### src/rtl/wide_adder_sequencer_pkg.sv
// rtl/wide_adder_sequencer_pkg.sv - shared constants and FSM encoding for the chunked wide adder
package wide_adder_sequencer_pkg;

    localparam int CHUNK_W  = 16;
    localparam int CHUNK_LG = 4;

    typedef enum logic [1:0] {
        ST_IDLE = 2'd0,
        ST_RUN  = 2'd1,
        ST_DONE = 2'd2
    } state_t;

    function automatic int cnt_width(input int n);
        return (n > 1) ? $clog2(n) : 1;
    endfunction

endpackage

### src/rtl/wide_adder_sequencer_if.sv
// rtl/wide_adder_sequencer_if.sv - operand/result handshake bundle for the wide adder sequencer
interface wide_adder_sequencer_if #(
    parameter int WIDTH = 64
);
    logic             in_valid;
    logic             in_ready;
    logic [WIDTH-1:0] a;
    logic [WIDTH-1:0] b;
    logic             c_in;
    logic             sub;
    logic             out_valid;
    logic             out_ready;
    logic [WIDTH-1:0] sum;
    logic             c_out;
    logic             ovf;

    modport master (
        output in_valid, a, b, c_in, sub, out_ready,
        input  in_ready, out_valid, sum, c_out, ovf
    );

    modport slave (
        input  in_valid, a, b, c_in, sub, out_ready,
        output in_ready, out_valid, sum, c_out, ovf
    );
endinterface

### src/rtl/wide_adder_sequencer_cla.sv
// rtl/wide_adder_sequencer_cla.sv - 16-bit carry-lookahead adder (four 4-bit groups, lookahead across groups)
module carry_lookahead_adder_16b (
    input  logic [15:0] i_a,
    input  logic [15:0] i_b,
    input  logic        i_c,
    output logic [15:0] o_sum,
    output logic        o_c
);
    logic [15:0] w_g;
    logic [15:0] w_p;
    logic [15:0] w_c;
    logic [3:0]  w_gg;
    logic [3:0]  w_pg;
    logic [4:0]  w_cg;

    assign w_g = i_a & i_b;
    assign w_p = i_a ^ i_b;

    always_comb begin
        w_gg = '0;
        w_pg = '0;
        w_cg = '0;
        w_c  = '0;
        for (int j = 0; j < 4; j++) begin
            w_pg[j] = &w_p[4*j +: 4];
            w_gg[j] = w_g[4*j+3]
                    | (w_p[4*j+3] & w_g[4*j+2])
                    | (w_p[4*j+3] & w_p[4*j+2] & w_g[4*j+1])
                    | (w_p[4*j+3] & w_p[4*j+2] & w_p[4*j+1] & w_g[4*j]);
        end
        w_cg[0] = i_c;
        for (int j = 0; j < 4; j++) begin
            w_cg[j+1] = w_gg[j] | (w_pg[j] & w_cg[j]);
        end
        for (int j = 0; j < 4; j++) begin
            w_c[4*j] = w_cg[j];
        end
        // Carries inside a group ripple from that group's lookahead carry-in.
        for (int i = 1; i < 16; i++) begin
            if ((i % 4) != 0) begin
                w_c[i] = w_g[i-1] | (w_p[i-1] & w_c[i-1]);
            end
        end
    end

    assign o_sum = w_p ^ w_c;
    assign o_c   = w_cg[4];
endmodule

### src/rtl/wide_adder_sequencer.sv
// rtl/wide_adder_sequencer.sv - multi-cycle WIDTH-bit adder, one 16-bit chunk per cycle, LSB first
// Optional subtract support is built when WAS_SUBTRACT_EN is defined.
module wide_adder_sequencer
    import wide_adder_sequencer_pkg::*;
#(
    parameter int WIDTH = 64
) (
    input  logic                 clk,
    input  logic                 clr,
    wide_adder_sequencer_if.slave bus
);
    localparam int N  = WIDTH / CHUNK_W;
    localparam int KW = cnt_width(N);

    if ((WIDTH < CHUNK_W) || ((WIDTH % CHUNK_W) != 0)) begin : g_width_check
        $error("wide_adder_sequencer: WIDTH must be a multiple of 16 and >= 16");
    end

    state_t             r_state;
    logic [KW-1:0]      r_k;
    logic               r_carry;
    logic [WIDTH-1:0]   r_a;
    logic [WIDTH-1:0]   r_b;
    logic [WIDTH-1:0]   r_sum;
    logic               r_c_out;
    logic               r_ovf;
    logic               r_in_ready;
    logic               r_out_valid;

    logic [KW+CHUNK_LG-1:0] w_base;
    logic [CHUNK_W-1:0]     w_a_chunk;
    logic [CHUNK_W-1:0]     w_b_chunk;
    logic [CHUNK_W-1:0]     w_cla_sum;
    logic                   w_cla_c;
    logic                   w_sub_in;
    logic                   w_sub_eff;

    assign w_base    = {r_k, {CHUNK_LG{1'b0}}};
    assign w_a_chunk = r_a[w_base +: CHUNK_W];

`ifdef WAS_SUBTRACT_EN
    logic r_sub;

    assign w_sub_in  = bus.sub;
    assign w_sub_eff = r_sub;
    assign w_b_chunk = r_b[w_base +: CHUNK_W] ^ {CHUNK_W{r_sub}};

    always_ff @(posedge clk or posedge clr) begin
        if (clr) begin
            r_sub <= 1'b0;
        end else if ((r_state == ST_IDLE) && bus.in_valid) begin
            r_sub <= bus.sub;
        end
    end
`else
    logic w_unused_sub;

    assign w_unused_sub = bus.sub;
    assign w_sub_in     = 1'b0;
    assign w_sub_eff    = 1'b0;
    assign w_b_chunk    = r_b[w_base +: CHUNK_W];
`endif

    carry_lookahead_adder_16b _cla (
        .i_a   (w_a_chunk),
        .i_b   (w_b_chunk),
        .i_c   (r_carry),
        .o_sum (w_cla_sum),
        .o_c   (w_cla_c)
    );

    always_ff @(posedge clk or posedge clr) begin
        if (clr) begin
            r_state     <= ST_IDLE;
            r_k         <= '0;
            r_carry     <= 1'b0;
            r_a         <= '0;
            r_b         <= '0;
            r_sum       <= '0;
            r_c_out     <= 1'b0;
            r_ovf       <= 1'b0;
            r_in_ready  <= 1'b1;
            r_out_valid <= 1'b0;
        end else begin
            case (r_state)
                ST_IDLE: begin
                    if (bus.in_valid) begin
                        r_a        <= bus.a;
                        r_b        <= bus.b;
                        r_carry    <= w_sub_in ? 1'b1 : bus.c_in;
                        r_k        <= '0;
                        r_in_ready <= 1'b0;
                        r_state    <= ST_RUN;
                    end
                end
                ST_RUN: begin
                    r_sum[w_base +: CHUNK_W] <= w_cla_sum;
                    r_carry                  <= w_cla_c;
                    r_k                      <= r_k + 1'b1;
                    if (r_k == KW'(N - 1)) begin
                        r_c_out     <= w_cla_c;
                        r_ovf       <= (r_a[WIDTH-1] == (r_b[WIDTH-1] ^ w_sub_eff))
                                     & (w_cla_sum[CHUNK_W-1] != r_a[WIDTH-1]);
                        r_out_valid <= 1'b1;
                        r_state     <= ST_DONE;
                    end
                end
                ST_DONE: begin
                    // Result is held until consumed; the next accept waits for IDLE.
                    if (bus.out_ready) begin
                        r_out_valid <= 1'b0;
                        r_in_ready  <= 1'b1;
                        r_state     <= ST_IDLE;
                    end
                end
                default: begin
                    r_state <= ST_IDLE;
                end
            endcase
        end
    end

    assign bus.in_ready  = r_in_ready;
    assign bus.out_valid = r_out_valid;
    assign bus.sum       = r_sum;
    assign bus.c_out     = r_c_out;
    assign bus.ovf       = r_ovf;
endmodule

### src/flat_wrapper.sv
// flat-port wrapper written by rule: the top's interface ports become plain ports
module wide_adder_sequencer_flat import wide_adder_sequencer_pkg::*;
#(
    parameter int WIDTH = 64
)
  (clk, clr, bus_in_valid, bus_a, bus_b, bus_c_in, bus_sub, bus_out_ready, bus_in_ready, bus_out_valid, bus_sum, bus_c_out, bus_ovf);
  wide_adder_sequencer_if #(.WIDTH(WIDTH)) bus_i ();
  input  logic clk;
  input  logic clr;
  input wire logic [$bits(bus_i.in_valid)-1:0] bus_in_valid;
  input wire logic [$bits(bus_i.a)-1:0] bus_a;
  input wire logic [$bits(bus_i.b)-1:0] bus_b;
  input wire logic [$bits(bus_i.c_in)-1:0] bus_c_in;
  input wire logic [$bits(bus_i.sub)-1:0] bus_sub;
  input wire logic [$bits(bus_i.out_ready)-1:0] bus_out_ready;
  output wire logic [$bits(bus_i.in_ready)-1:0] bus_in_ready;
  output wire logic [$bits(bus_i.out_valid)-1:0] bus_out_valid;
  output wire logic [$bits(bus_i.sum)-1:0] bus_sum;
  output wire logic [$bits(bus_i.c_out)-1:0] bus_c_out;
  output wire logic [$bits(bus_i.ovf)-1:0] bus_ovf;
  assign bus_i.in_valid = bus_in_valid;
  assign bus_i.a = bus_a;
  assign bus_i.b = bus_b;
  assign bus_i.c_in = bus_c_in;
  assign bus_i.sub = bus_sub;
  assign bus_i.out_ready = bus_out_ready;
  assign bus_in_ready = bus_i.in_ready;
  assign bus_out_valid = bus_i.out_valid;
  assign bus_sum = bus_i.sum;
  assign bus_c_out = bus_i.c_out;
  assign bus_ovf = bus_i.ovf;
  wide_adder_sequencer #(.WIDTH(WIDTH)) u_core (.clk(clk), .clr(clr), .bus(bus_i));
endmodule
### config.mk
export PLATFORM = sky130hd
export DESIGN_NAME = wide_adder_sequencer_flat
export DESIGN_NICKNAME = d
export VERILOG_FILES = /design/src/rtl/wide_adder_sequencer_pkg.sv /design/src/rtl/wide_adder_sequencer_if.sv /design/src/rtl/wide_adder_sequencer_cla.sv /design/src/rtl/wide_adder_sequencer.sv /design/src/flat_wrapper.sv
export SDC_FILE = /design/constraint.sdc
export NUM_CORES = 1
export LEC_CHECK = 0
export CORE_UTILIZATION = 25
export CTS_CLUSTER_DIAMETER = 150
export DETAILED_ROUTE_END_ITERATION = 10
export DONT_BUFFER_PORTS = 1
export GPL_TIMING_DRIVEN = 0
export HOLD_SLACK_MARGIN = 0.06
export PLACE_DENSITY = 0.46
export SETUP_SLACK_MARGIN = 0.15
export SYNTH_ARGS = -nofsm -noshare
export SYNTH_HDL_FRONTEND = slang
export SYNTH_HIERARCHICAL = 1
export SYNTH_SLANG_ARGS = --single-unit
### constraint.sdc
create_clock -name clk -period 6 [get_ports clk]
set_input_delay 0.6 -clock clk [delete_from_list [all_inputs] [get_ports clk]]
set_output_delay 0.6 -clock clk [all_outputs]
set_load 0.05 [all_outputs]
==> results.md <==
* Status: complete, no violations
* Number of instances resized during post-cts repair at 0
* Antenna violations before repair at 14
* DRC errors left at 0
* Sequential area share after synthesis at 0.548
* Critical R2R Launch: u_core/r_k[1]
* Top area cells in the synthesized netlist: dfrtp_1 (54%), mux2_1 (13%), mux4_2 (7.8%)
* Asr flop ratio synth at 1.00
* CTS tree: yes
* Number of flops mapped to enable cells by yosys at 0
* Post-route minimum period at 5.27 ns
* FP Rows at 69
* Bufs on Longest Clock Path at 3
* Worst Hold Class: in2reg
* DR pass1 iterations at 6
* Hold buffer count at CTS at 1
* Postcts setup bufs at 0
* Post-synth cell types at 47
* Core area at 0.0358 sq mm
* Starting density of the core at 0.256
* GRT Overall Usage at 0.142
* Cell accounting for the most synthesized area: dfrtp_1
* Yosys top cell area share at 0.545
* Relative slew slack at 0.475
* Min setup slack post-route at 0.727 ns
* Register bit total from synthesis at 201
* Place WS at 0.688 ns
* Data required time at the worst endpoint at 6.39 ns
* Worst hold endpoint: u_core/r_state[1]
* WL per Instance at 22.5 um
* Worst R2R End: u_core/bus.ovf
* Setup_tns at 0 ns
* Syn nets at 814
* Critical path peak fanout at 10
* Via-to-Cell Ratio at 4.57
* Crit-path most repeated cell: fa_1
* Min-delay src: bus_out_ready
* WHS at 0.149 ns
* Largest net degree at the start of global routing at 40
* Bufs and invs on worst path at 2
* R2R setup slack at 0.73 ns
* PortBufs at 0
* CP cell instances: buf_2, buf_1, mux4_2, ha_1, a21oi_1, nor2_1, o31ai_2, nand3_2, fa_1, fa_1, fa_1, xor2_1, and3b_1, a21oi_1, o21ai_0
* Mapped Avg Cell Area at 14.2 sq um
* R2R depth at 15
* Placement Cell Area at 0.00987 sq mm
* Reg clk slew, reported paths at 0.06 ns
* Depth of the CTS H-tree at 1
* Worst-margin pin slew at 0.785 ns
* Initial DRC count at 212
* Layout cells sized above 1 at 0.205
* # clock sinks at 201
* Worst Setup Start Kind: register
* Finish-stage setup viols at 0
* Maximum clock rate at 190 MHz
* Final Cell Area at 0.0108 sq mm
* Root buf cell: clkbuf_16
* Vias in the first global route at 5760
* Max cap viols at 0
* Hold depth at 1
* Setup repair after global routing missed its margin: false
* Largest delay contributor family on the critical path: adder cells
* Vert. Die Dim at 194 um
* Worst path depth at 15
* Total grt overflow at 0
* Num CTS Buffers at 26
* Layout area overhead at 17.2%
* Syn Inst Count at 647
* Critical path capture point type: register
* DR vias at 5341
* I/O Pins at 202
* Count leader, synth: dfrtp_1
* Clk_lat worst skew at 0.53 ns
* Post-synth top cells: dfrtp_1 (200), mux2_1 (104), nand2_1 (71), a22o_1 (33), mux4_2 (32)
* Fillers at 3579
* Tcrit/Tclk final at 0.879
* DRT Wirelength at 26.3 mm
* First-pass GRT wire length at 39.3 mm
* Critical path's slowest cell: xor2_1
* CP Class: reg2reg
* Critical path's largest stage delay at 0.63 ns
* Synth Flop Type: dfrtp_1
* Final Max Tran Viols at 0
* Mapped Area at 0.00919 sq mm
* HPWL after detailed placement at 20.2 mm
* DIE AREA at 0.0375 sq mm
* Arr. time, crit path at 5.66 ns
* Clock Skew at 0.0123 ns
* Final hold vios at 0
* Post-route ant nets at 0
* Die width at 194 um
* Final nets at 848
* Routability Congestion at 0.761
* Synth warnings at 6
final cells by class:
cell class                      count  area [sq um]  area share
Clock buffer                       37           763      0.0709
Multi-Input combinational cell    389          3830       0.356
Timing Repair Buffer                6           110      0.0102
Inverter                           19          75.1     0.00697
Sequential cell                   201          5030       0.467
Tap cell                          461           577      0.0536
Clock inverter                      9           105     0.00976
Buffer                             38           253      0.0235
Antenna cell                        9          22.5     0.00209
metal layers:
layer	vias to the layer above	global-route usage	wire length [um]
met4	8	0.0270	407
met3	37	0.0595	2300
met2	168	0.226	12000
met5	-	0	62
li1	2411	-	-
met1	2717	0.181	11500
metrics by stage:
step	utilization	instances
final	0.301	1169
after global routing	0.300	1164
after CTS	0.300	1160
after detailed placement	0.275	1113
after global placement	0.273	1108
after floorplan	-	647
placed cells by master, fill, tap and decap left out, drive strengths merged, types with 2 or more instances in the layout:
cell type / Yosys / layout
nor2b: 3 / 3
nand2b: 4 / 4
xor2: 2 / 2
nor2: 6 / 6
dfrtp: 200 / 200
o31ai: 2 / 2
nand3: 2 / 2
fa: 12 / 12
o21bai: 2 / 2
o22ai: 2 / 2
nor4: 2 / 2
diode: 0 / 9
clkbuf: 10 / 47
a21oi: 13 / 13
bufinv: 0 / 2
clkinv: 0 / 3
mux4: 32 / 32
nand2: 72 / 72
buf: 28 / 33
xnor2: 2 / 2
inv: 19 / 18
mux2: 129 / 129
clkinvlp: 0 / 5
nand3b: 3 / 3
ha: 21 / 21
o21ai: 35 / 35
a22o: 33 / 33
nor3: 2 / 2
how the worst max path moves through the flow:
stage / endpoint / slack, ns / start
3_3_place_gp: u_core/bus.ovf / 0.68 / u_core/r_k[1]
2_1_floorplan: u_core/bus.ovf / 1.90 / u_core/r_k[0]
6_report: u_core/bus.ovf / 0.73 / u_core/r_k[1]
4_1_cts: u_core/bus.ovf / 0.67 / u_core/r_k[1]
5_1_grt: u_core/bus.ovf / 0.47 / u_core/r_k[1]
3_5_place_dp: u_core/bus.ovf / 0.69 / u_core/r_k[1]
sequential cells by signal (all words and copies together), names as in the netlist:
| name | cells |
|---|---|
| u_core/bus.sum | 64 |
| u_core/r_a | 64 |
| u_core/r_b | 64 |
| u_core/r_k | 2 |
| u_core/r_state | 2 |
| u_core/bus.c_out | 1 |
| u_core/bus.in_ready | 1 |
| u_core/bus.out_valid | 1 |
| u_core/bus.ovf | 1 |
| u_core/r_carry | 1 |
cells by family (layout without fill, tap and decap cells):
family	count (synthesis)	after routing	synth area share
AOI/OAI and AO/OA	90	90	0.0658
xor gates and xnor gates	4	4	0.00381
adders and majority gates	33	33	0.0548
buffers and inverters	57	109	0.0353
DFF	201	201	0.548
muxes	161	161	0.237
other	0	9	0
and+or+nand+nor	101	101	0.0560
worst reg2reg max path: cells and delay by family (launching register included):
kind / cells / cell delay (ns)
multiplexers: 1 / 0.49
adder cells (fa/ha/maj): 4 / 1.50
buffers and inverters: 2 / 0.91
AO/OA/AOI/OAI: 4 / 0.71
flip-flops: 1 / 0.39
XOR/XNOR: 1 / 0.63
AND/OR/NAND/NOR: 3 / 0.49
Power is left out: the tool's default activity adds up to more than one toggle a clock period on the data nets, which glitch-free logic cannot reach.
